## src/rtl/pwm_sine_generator.sv

```systemverilog
// Lab-board function generator: quadrature oscillator producing sine, half-wave
// and full-wave rectified outputs, plus a fixed-period PWM with a glitch-free duty reload.
module pwm_sine_generator #(
  parameter int SHIFT    = 6,
  parameter int AMP_INIT = 30000,
  parameter int PWM_W    = 8
) (
  input  logic             clk,
  input  logic             rst,
  input  logic [PWM_W-1:0] duty,
  output logic [7:0]       sin,
  output logic [7:0]       half,
  output logic [7:0]       full,
  output logic             pwm_out
);

  logic signed [15:0] s_q, s_d;
  logic signed [15:0] c_q, c_d;
  logic [PWM_W-1:0]   cnt_q, cnt_d;
  logic [PWM_W-1:0]   dq_q, dq_d;
  logic               pwm_q, pwm_d;
  logic [7:0]         h;
  logic [7:0]         h_mag;

  always_comb begin
    // NOTE: blocking assignments here are deliberate: c_d must be computed from
    // the freshly updated s_d in the same evaluation, which keeps the orbit closed.
    s_d   = s_q + (c_q >>> SHIFT);
    c_d   = c_q - (s_d >>> SHIFT);
    cnt_d = cnt_q + PWM_W'(1);
    dq_d  = (cnt_q == '1) ? duty : dq_q;
    pwm_d = (cnt_q < dq_q);
  end

  always_ff @(posedge clk) begin
    // NOTE: sequential state uses non-blocking assignments so every flop samples
    // the pre-edge values, independent of statement order.
    if (rst) begin
      s_q   <= '0;
      c_q   <= 16'(AMP_INIT);
      cnt_q <= '0;
      dq_q  <= duty;
      pwm_q <= 1'b0;
    end else begin
      s_q   <= s_d;
      c_q   <= c_d;
      cnt_q <= cnt_d;
      dq_q  <= dq_d;
      pwm_q <= pwm_d;
    end
  end

  always_comb begin
    // NOTE: every output of this block is assigned on every path, so no latch is inferred.
    h     = s_q[15:8];
    h_mag = h[7] ? (8'd0 - h) : h;
    sin   = h + 8'd128;
    half  = s_q[15] ? 8'd128 : sin;
    full  = 8'd128 + h_mag;
  end

  assign pwm_out = pwm_q;

endmodule

```

## config.mk

```make
export PLATFORM = sky130hd
export DESIGN_NAME = pwm_sine_generator
export DESIGN_NICKNAME = d
export VERILOG_FILES = /design/src/rtl/pwm_sine_generator.sv
export SDC_FILE = /design/constraint.sdc
export NUM_CORES = 1
export LEC_CHECK = 0
export CORE_AREA = 3 3 90 92
export CTS_BUF_LIST = sky130_fd_sc_hd__clkbuf_8
export CTS_CLUSTER_DIAMETER = 200
export DETAILED_ROUTE_END_ITERATION = 10
export DIE_AREA = 0 0 93 95
export PLACE_DENSITY = 0.72
export RECOVER_POWER = 100
export SYNTH_ARGS = -nofsm -noshare
export SYNTH_HDL_FRONTEND = slang
export SYNTH_SLANG_ARGS = --single-unit
```

## constraint.sdc

```tcl
create_clock -name clk -period 7.39 [get_ports clk]
set_input_delay 1.478 -clock clk [delete_from_list [all_inputs] [get_ports clk]]
set_output_delay 1.478 -clock clk [all_outputs]
set_load 0.1 [all_outputs]
```

==> flow_metrics.env, run 1 <==
export IMPL_antenna_left=0
export IMPL_fin_area_mm2=0.00369
export IMPL_clock_path_buffers=2
export IMPL_worstPathRequired_ns=7.60
export IMPL_port_buffers=33
export IMPL_dpl_instance_area_mm2=0.00363
export IMPL_finClkSkew_ns=0.00678
export IMPL_slew_headroom_pct=-37.1
export IMPL_clock_fmax_mhz=218
export IMPL_grt_max_degree=48
export IMPL_crit_arrival_ns=4.79
export IMPL_rows=31
export IMPL_route_detailed_drc=0
export IMPL_synth_fp_nets=395
export IMPL_setup_violations=0
export IMPL_setup_tns_ns=0
export IMPL_grt_pass1_wl_um=10100
export IMPL_crit_cells=15
export IMPL_die_w_um=93
export IMPL_grt_pass1_vias=2236
export IMPL_cts_sinks=49
export IMPL_power_density_mw_per_mm2=419
export IMPL_period_share_pct=62.0
export IMPL_synth_distinct_cells=65
export IMPL_fp_dieH_um=95
export IMPL_p_leak_nw=1.59
export IMPL_crit_chain="ha_1 > a21oi_1 > o22ai_1 > o21ai_0 > xor2_1 > ha_1 > a21o_1 > maj3_1 > and3_4 > o221a_4 > o22ai_1 > a31oi_2 > maj3_1 > mux2i_1 > mux2_1"
export IMPL_synth_flop_cell="dfxtp_1"
export IMPL_maxCapViolations=1
export IMPL_grt_usage_pct=14.0
export IMPL_crit_path_start_kind="flip-flop"
export IMPL_slowest_stage="dfxtp_1"
export IMPL_layout_common_cells="nor2_1 (43), dfxtp_1 (41), dlygate4sd3_1 (33)"
export IMPL_htree_levels=2
export IMPL_wl_met2_um=2810
export IMPL_first_iter_violations=75
export IMPL_gr_total_overflow=0
export IMPL_wirelength_um=6020
export IMPL_cts_hold_buf=0
export IMPL_drtPass1Iterations=5
export IMPL_min_period_ns=4.58
export IMPL_netlist_area_mm2=0.00330
export IMPL_worst_path_max_fanout=6
export IMPL_rr_worst_depth=15
export IMPL_hp_class="reg -> reg"
export IMPL_clkTransAtPathRegs_ns=0.09
export IMPL_routedWlPerCell_um=12.6
export IMPL_start_util_pct=45.2
export IMPL_critical_path_top_delay_family="adder cells"
export IMPL_final_common_cell="nor2_1"
export IMPL_die_area_mm2=0.00884
export IMPL_highest_layer="met4"
export IMPL_met1_length_um=2910
export IMPL_irDropWorstVdd_mv=0.170
export IMPL_rsz0062_at_grt="false"
export IMPL_critPathKind="reg -> reg"
export IMPL_clock_latency_ns=0.31
export IMPL_ys_warn_count=0
export IMPL_cts_setup_buffers=0
export IMPL_crit_buf_inv=0
export IMPL_final_nets=417
export IMPL_io_pins=35
export IMPL_area_delta_synth_final_pct=11.8
export IMPL_worstMarginPinSlew_ns=2.06
export IMPL_synthArstFlopShare_pct=0
export IMPL_diodes=0
export IMPL_cts_tree="built"
export IMPL_dp_hpwl_um=4610
export IMPL_status="complete, but fails checks"
export IMPL_vias=2460
export IMPL_postCtsResizedCells=0
export IMPL_drive_above_1_share_pct=7.12
export IMPL_drv_slew=48
export IMPL_synth_seq_cells=49
export IMPL_min_path_cells=1
export IMPL_dr_wl_met3_um=228
export IMPL_antenna_found_initial=0
export IMPL_avgSynthCellArea_um2=9.26
export IMPL_viasPerCell=5.15
export IMPL_hold_violations=0
export IMPL_violations="max-capacitance violations, max-slew violations"
export IMPL_design_core_area_mm2=0.00729
export IMPL_gp_congestion=0.783
export IMPL_synth_cells=356
export IMPL_end_kind="flip-flop"
export IMPL_cts_root_buffer="clkbuf_8"
export IMPL_cts_buffers=5
export IMPL_synth_edf_count=8
export IMPL_critPathMaxStageDelay_ns=0.51
export IMPL_synth_seq_area_share_pct=32.2
[sequential cells by signal, indices dropped and copies added, names as in the netlist]
signal   cells
s_q         16
cnt_q        8
pwm_out      1
c_q         16
dq_q         8
[through the flow]
stage	util [%]	power (mW)	hold slack [ns]	std cells	setup WS, ns
final	50.6	1.54	0.492	478	2.81
after global routing	50.6	1.68	0.513	478	2.37
after detailed placement	49.8	1.42	0.483	470	3.06
after global placement	49.8	1.41	0.439	470	3.17
after CTS	51.0	1.59	0.506	478	3.02
after floorplan	-	1.26	0.425	356	3.41
[area by class of cell]
| cell class | instances | area [um2] |
|---|---|---|
| repair buffers | 34 | 334 |
| inverters | 16 | 60.1 |
| well taps | 99 | 124 |
| fillers | 708 | 3600 |
| flip-flops and latches | 49 | 1060 |
| multi-input cells | 272 | 2020 |
| clock buffers | 5 | 68.8 |
| clock inverters | 3 | 18.8 |
[path summary, 6_finish.rpt]
check	start	end	slack [ns]
max reg2reg	c_q[7]	c_q[11]	2.81
min	cnt_q[0]	cnt_q[0]	0.49
min reg2reg	cnt_q[0]	cnt_q[0]	0.49
max	c_q[7]	c_q[11]	2.81
[synth_stat cells, types with 2 or more instances]
| cell type | count | area, um2 |
|---|---|---|
| nor2_1 | 43 | 161 |
| dfxtp_1 | 41 | 821 |
| ha_1 | 27 | 338 |
| nor2b_1 | 20 | 125 |
| xnor2_1 | 20 | 175 |
| inv_1 | 16 | 60.1 |
| a21oi_1 | 15 | 75.1 |
| nand2_1 | 15 | 56.3 |
| xor2_1 | 13 | 114 |
| buf_4 | 12 | 90.1 |
| mux2i_1 | 11 | 110 |
| nand2b_1 | 10 | 62.6 |
| o21ai_0 | 10 | 50.1 |
| edfxtp_1 | 8 | 240 |
| or3_1 | 7 | 43.8 |
| a21o_1 | 5 | 37.5 |
| and3_1 | 5 | 31.3 |
| clkbuf_1 | 5 | 18.8 |
| nand3_1 | 4 | 20.0 |
| nand4_1 | 4 | 25.0 |
| o21ai_1 | 4 | 20.0 |
| or4_1 | 4 | 30.0 |
| maj3_2 | 3 | 33.8 |
| or2_2 | 3 | 18.8 |
| a221o_1 | 2 | 20.0 |
| a221oi_2 | 2 | 30.0 |
| a31o_2 | 2 | 17.5 |
| and2_1 | 2 | 12.5 |
| fa_1 | 2 | 40.0 |
| nor4b_1 | 2 | 17.5 |
| o21ai_2 | 2 | 17.5 |
| o22ai_2 | 2 | 25.0 |
| o31ai_1 | 2 | 15.0 |
| xor2_2 | 2 | 32.5 |
[per-layer routing]
layer | GRT usage [%] | vias up
met5 | 0 | -
li1 | - | 1278
met3 | 2.47 | 5
met1 | 17.6 | 1128
met2 | 24.7 | 49
met4 | 3.66 | 0
[logic make-up (layout without fill, tap and decap cells)]
| kind of cell | count (synthesis) | count (layout) | synth area share (%) |
|---|---|---|---|
| flip-flops | 49 | 49 | 32.2 |
| multiplexers | 13 | 13 | 4.14 |
| buffers and inverters | 35 | 58 | 5.69 |
| XOR/XNOR | 36 | 36 | 10.2 |
| other | 1 | 1 | 0.114 |
| AO/OA/AOI/OAI | 64 | 64 | 15.0 |
| AND/OR/NAND/NOR | 125 | 125 | 19.7 |
| adder cells (fa/ha/maj) | 33 | 33 | 12.9 |
[power breakdown]
group	total [mW]	internal, mW	switching [mW]
registers	0.393	0.335	0.0580
logic	0.992	0.378	0.614
clock network	0.159	0.0655	0.0933
No activity file was read; power rests on OpenSTA's default activity.
==> inputs of run 2 (changes only) <==
--- a/config.mk
+++ b/config.mk
@@ -10,7 +10,7 @@
 export CTS_CLUSTER_DIAMETER = 200
 export DETAILED_ROUTE_END_ITERATION = 10
 export DIE_AREA = 0 0 93 95
-export PLACE_DENSITY = 0.72
+export PLACE_DENSITY = 0.74
 export RECOVER_POWER = 100
 export SYNTH_ARGS = -nofsm -noshare
 export SYNTH_HDL_FRONTEND = slang
==> constraint.sdc (replaced) <==
create_clock -name clk -period 3.8 [get_ports clk]
set_input_delay 0.76 -clock clk [delete_from_list [all_inputs] [get_ports clk]]
set_output_delay 0.76 -clock clk [all_outputs]
set_load 0.1 [all_outputs]
==> run 2 against run 1 <==
Against the previous run: first-iteration DRC count up 16%; sequential power up 93%; final area up 8.1%; the flow finishes with violations (negative setup slack); routed wire length up 14%; final cell count up 6.3%; non-clock buffer count up 30; sequential cell count unchanged; critical path type unchanged; worst hold slack worse by 0.012 ns; highest routed layer unchanged; clock power up 140%; die area unchanged; maximum frequency up 17%; clock skew up 0.0013 ns.
==> flow_metrics.env, run 2 (synthesized netlist as in run 1, its figures left out) <==
export IMPL_wirelength_um=6850
export IMPL_route_detailed_drc=0
export IMPL_final_common_cell="nor2_1"
export IMPL_first_iter_violations=87
export IMPL_r2r_setup_slack_ns=-0.12
export IMPL_period_share_pct=103
export IMPL_grt_pass1_wl_um=11400
export IMPL_grt_max_degree=36
export IMPL_power_mw=3.49
export IMPL_largestRegisters="c_q x16, s_q x16"
export IMPL_clkTransAtPathRegs_ns=0.09
export IMPL_cts_buffers=5
export IMPL_end_kind="flip-flop"
export IMPL_power_density_mw_per_mm2=874
export IMPL_worstPathRequired_ns=4.00
export IMPL_routedWlPerCell_um=13.5
export IMPL_design_core_area_mm2=0.00729
export IMPL_start_util_pct=45.2
export IMPL_worst_path_max_fanout=3
export IMPL_clock_path_buffers=2
export IMPL_drive_above_1_share_pct=18.3
export IMPL_cts_root_buffer="clkbuf_8"
export IMPL_fin_cells=508
export IMPL_whs_ns=0.480
export IMPL_rsz0062_at_grt="true"
export IMPL_crit_end="c_q[11]"
export IMPL_rr_worst_depth=14
export IMPL_drv_slew=0
export IMPL_viasPerCell=5.28
export IMPL_r2r_start="c_q[6]"
export IMPL_layout_common_cells="nor2_1 (43), dfxtp_1 (40), buf_4 (29)"
export IMPL_area_delta_synth_final_pct=20.9
export IMPL_hold_violations=0
export IMPL_htree_levels=2
export IMPL_violations="negative setup slack"
export IMPL_setup_tns_ns=-0.444
export IMPL_crit_path_start_kind="flip-flop"
export IMPL_drtPass1Iterations=4
export IMPL_finClkSkew_ns=0.00809
export IMPL_worstMarginPinSlew_ns=1.17
export IMPL_diodes=0
export IMPL_antenna_found_initial=0
export IMPL_die_w_um=93
export IMPL_final_nets=447
export IMPL_io_pins=35
export IMPL_dp_cells=497
export IMPL_rr_endpoint="c_q[11]"
export IMPL_grt_usage_pct=15.9
export IMPL_cts_sinks=49
export IMPL_cp_startpoint="c_q[6]"
export IMPL_dp_hpwl_um=5190
export IMPL_maxCapViolations=0
export IMPL_worst_slack_ns=-0.121
export IMPL_critPathKind="reg -> reg"
export IMPL_setup_violations=6
export IMPL_vias=2681
export IMPL_port_buffers=33
export IMPL_hp_class="reg -> reg"
export IMPL_fp_dieH_um=95
export IMPL_gr_total_overflow=0
export IMPL_p_leak_nw=1.73
export IMPL_crit_arrival_ns=4.12
export IMPL_clock_fmax_mhz=255
export IMPL_cts_tree="built"
export IMPL_status="complete, but fails checks"
export IMPL_grt_pass1_vias=2581
export IMPL_slew_headroom_pct=22.5
export IMPL_irDropWorstVdd_mv=0.318
export IMPL_die_area_mm2=0.00884
export IMPL_antenna_left=0
export IMPL_gp_congestion=0.815
export IMPL_clock_latency_ns=0.31
export IMPL_rows=31
export IMPL_min_period_ns=3.92
==> run 2: worst min path at each step <==
stage / endpoint / from / depth (start not counted) / slack, ns
after detailed placement: cnt_q[0] / cnt_q[0] / 1 / 0.46
after floorplan: cnt_q[0] / cnt_q[0] / 1 / 0.43
after CTS: cnt_q[0] / cnt_q[0] / 1 / 0.49
final: cnt_q[0] / cnt_q[0] / 1 / 0.48
after global routing: cnt_q[0] / cnt_q[0] / 1 / 0.53
after global placement: cnt_q[0] / cnt_q[0] / 1 / 0.44
==> run 2: through the flow <==
step / area (um2) / utilization, % / setup WS (ns)
floorplan: 3340 / - / -0.0281
global placement: 3860 / 53.0 / -0.0836
detailed placement: 3860 / 53.0 / -0.190
CTS: 4020 / 55.1 / -0.147
global route: 3990 / 54.7 / -0.344
finish: 3990 / 54.7 / -0.121
==> run 2: worst max-delay path, cell delays in order, from the launching register on <==
cell and delay (ns):
dfxtp_2 0.34, ha_4 0.15, fa_2 0.34, a211oi_2 0.25, buf_4 0.16, o211ai_2 0.12
a221oi_1 0.48, xor2_1 0.18, ha_1 0.26, maj3_2 0.33, o22ai_4 0.16, a31oi_2 0.13
maj3_4 0.39, mux2i_1 0.17, mux2_1 0.33
==> run 2: timing repair <==
item,in CTS,in global routing
setup buffers,3,0
pin swaps,17,9
gates resized for setup,5,4
setup endpoints to repair,6,8
hold buffers,0,0
==> run 2: cell type report <==
| class | instances | area [um2] |
|---|---|---|
| Timing Repair Buffer | 64 | 523 |
| Inverter | 16 | 60.1 |
| Clock inverter | 3 | 42.5 |
| Multi-Input combinational cell | 272 | 2110 |
| Clock buffer | 5 | 68.8 |
| Sequential cell | 49 | 1060 |
| Tap cell | 99 | 124 |
| Fill cell | 671 | 3300 |
==> run 2: report_power, final <==
part / leakage (nW) / switching (mW) / total [mW] / internal [mW]
clock network: 0.0595 / 0.180 / 0.375 / 0.195
logic: 1.26 / 1.38 / 2.35 / 0.977
registers: 0.416 / 0.105 / 0.757 / 0.652
total: 1.73 / 1.66 / 3.49 / 1.82
==> run 2: layer usage <==
layer	track usage, %	vias to the layer above	part of all wire, %
met4	4.64	0	1.5
met1	19.5	1283	45
met2	28.3	49	49
met5	0	-	0
li1	-	1339	-
met3	2.79	10	3.8
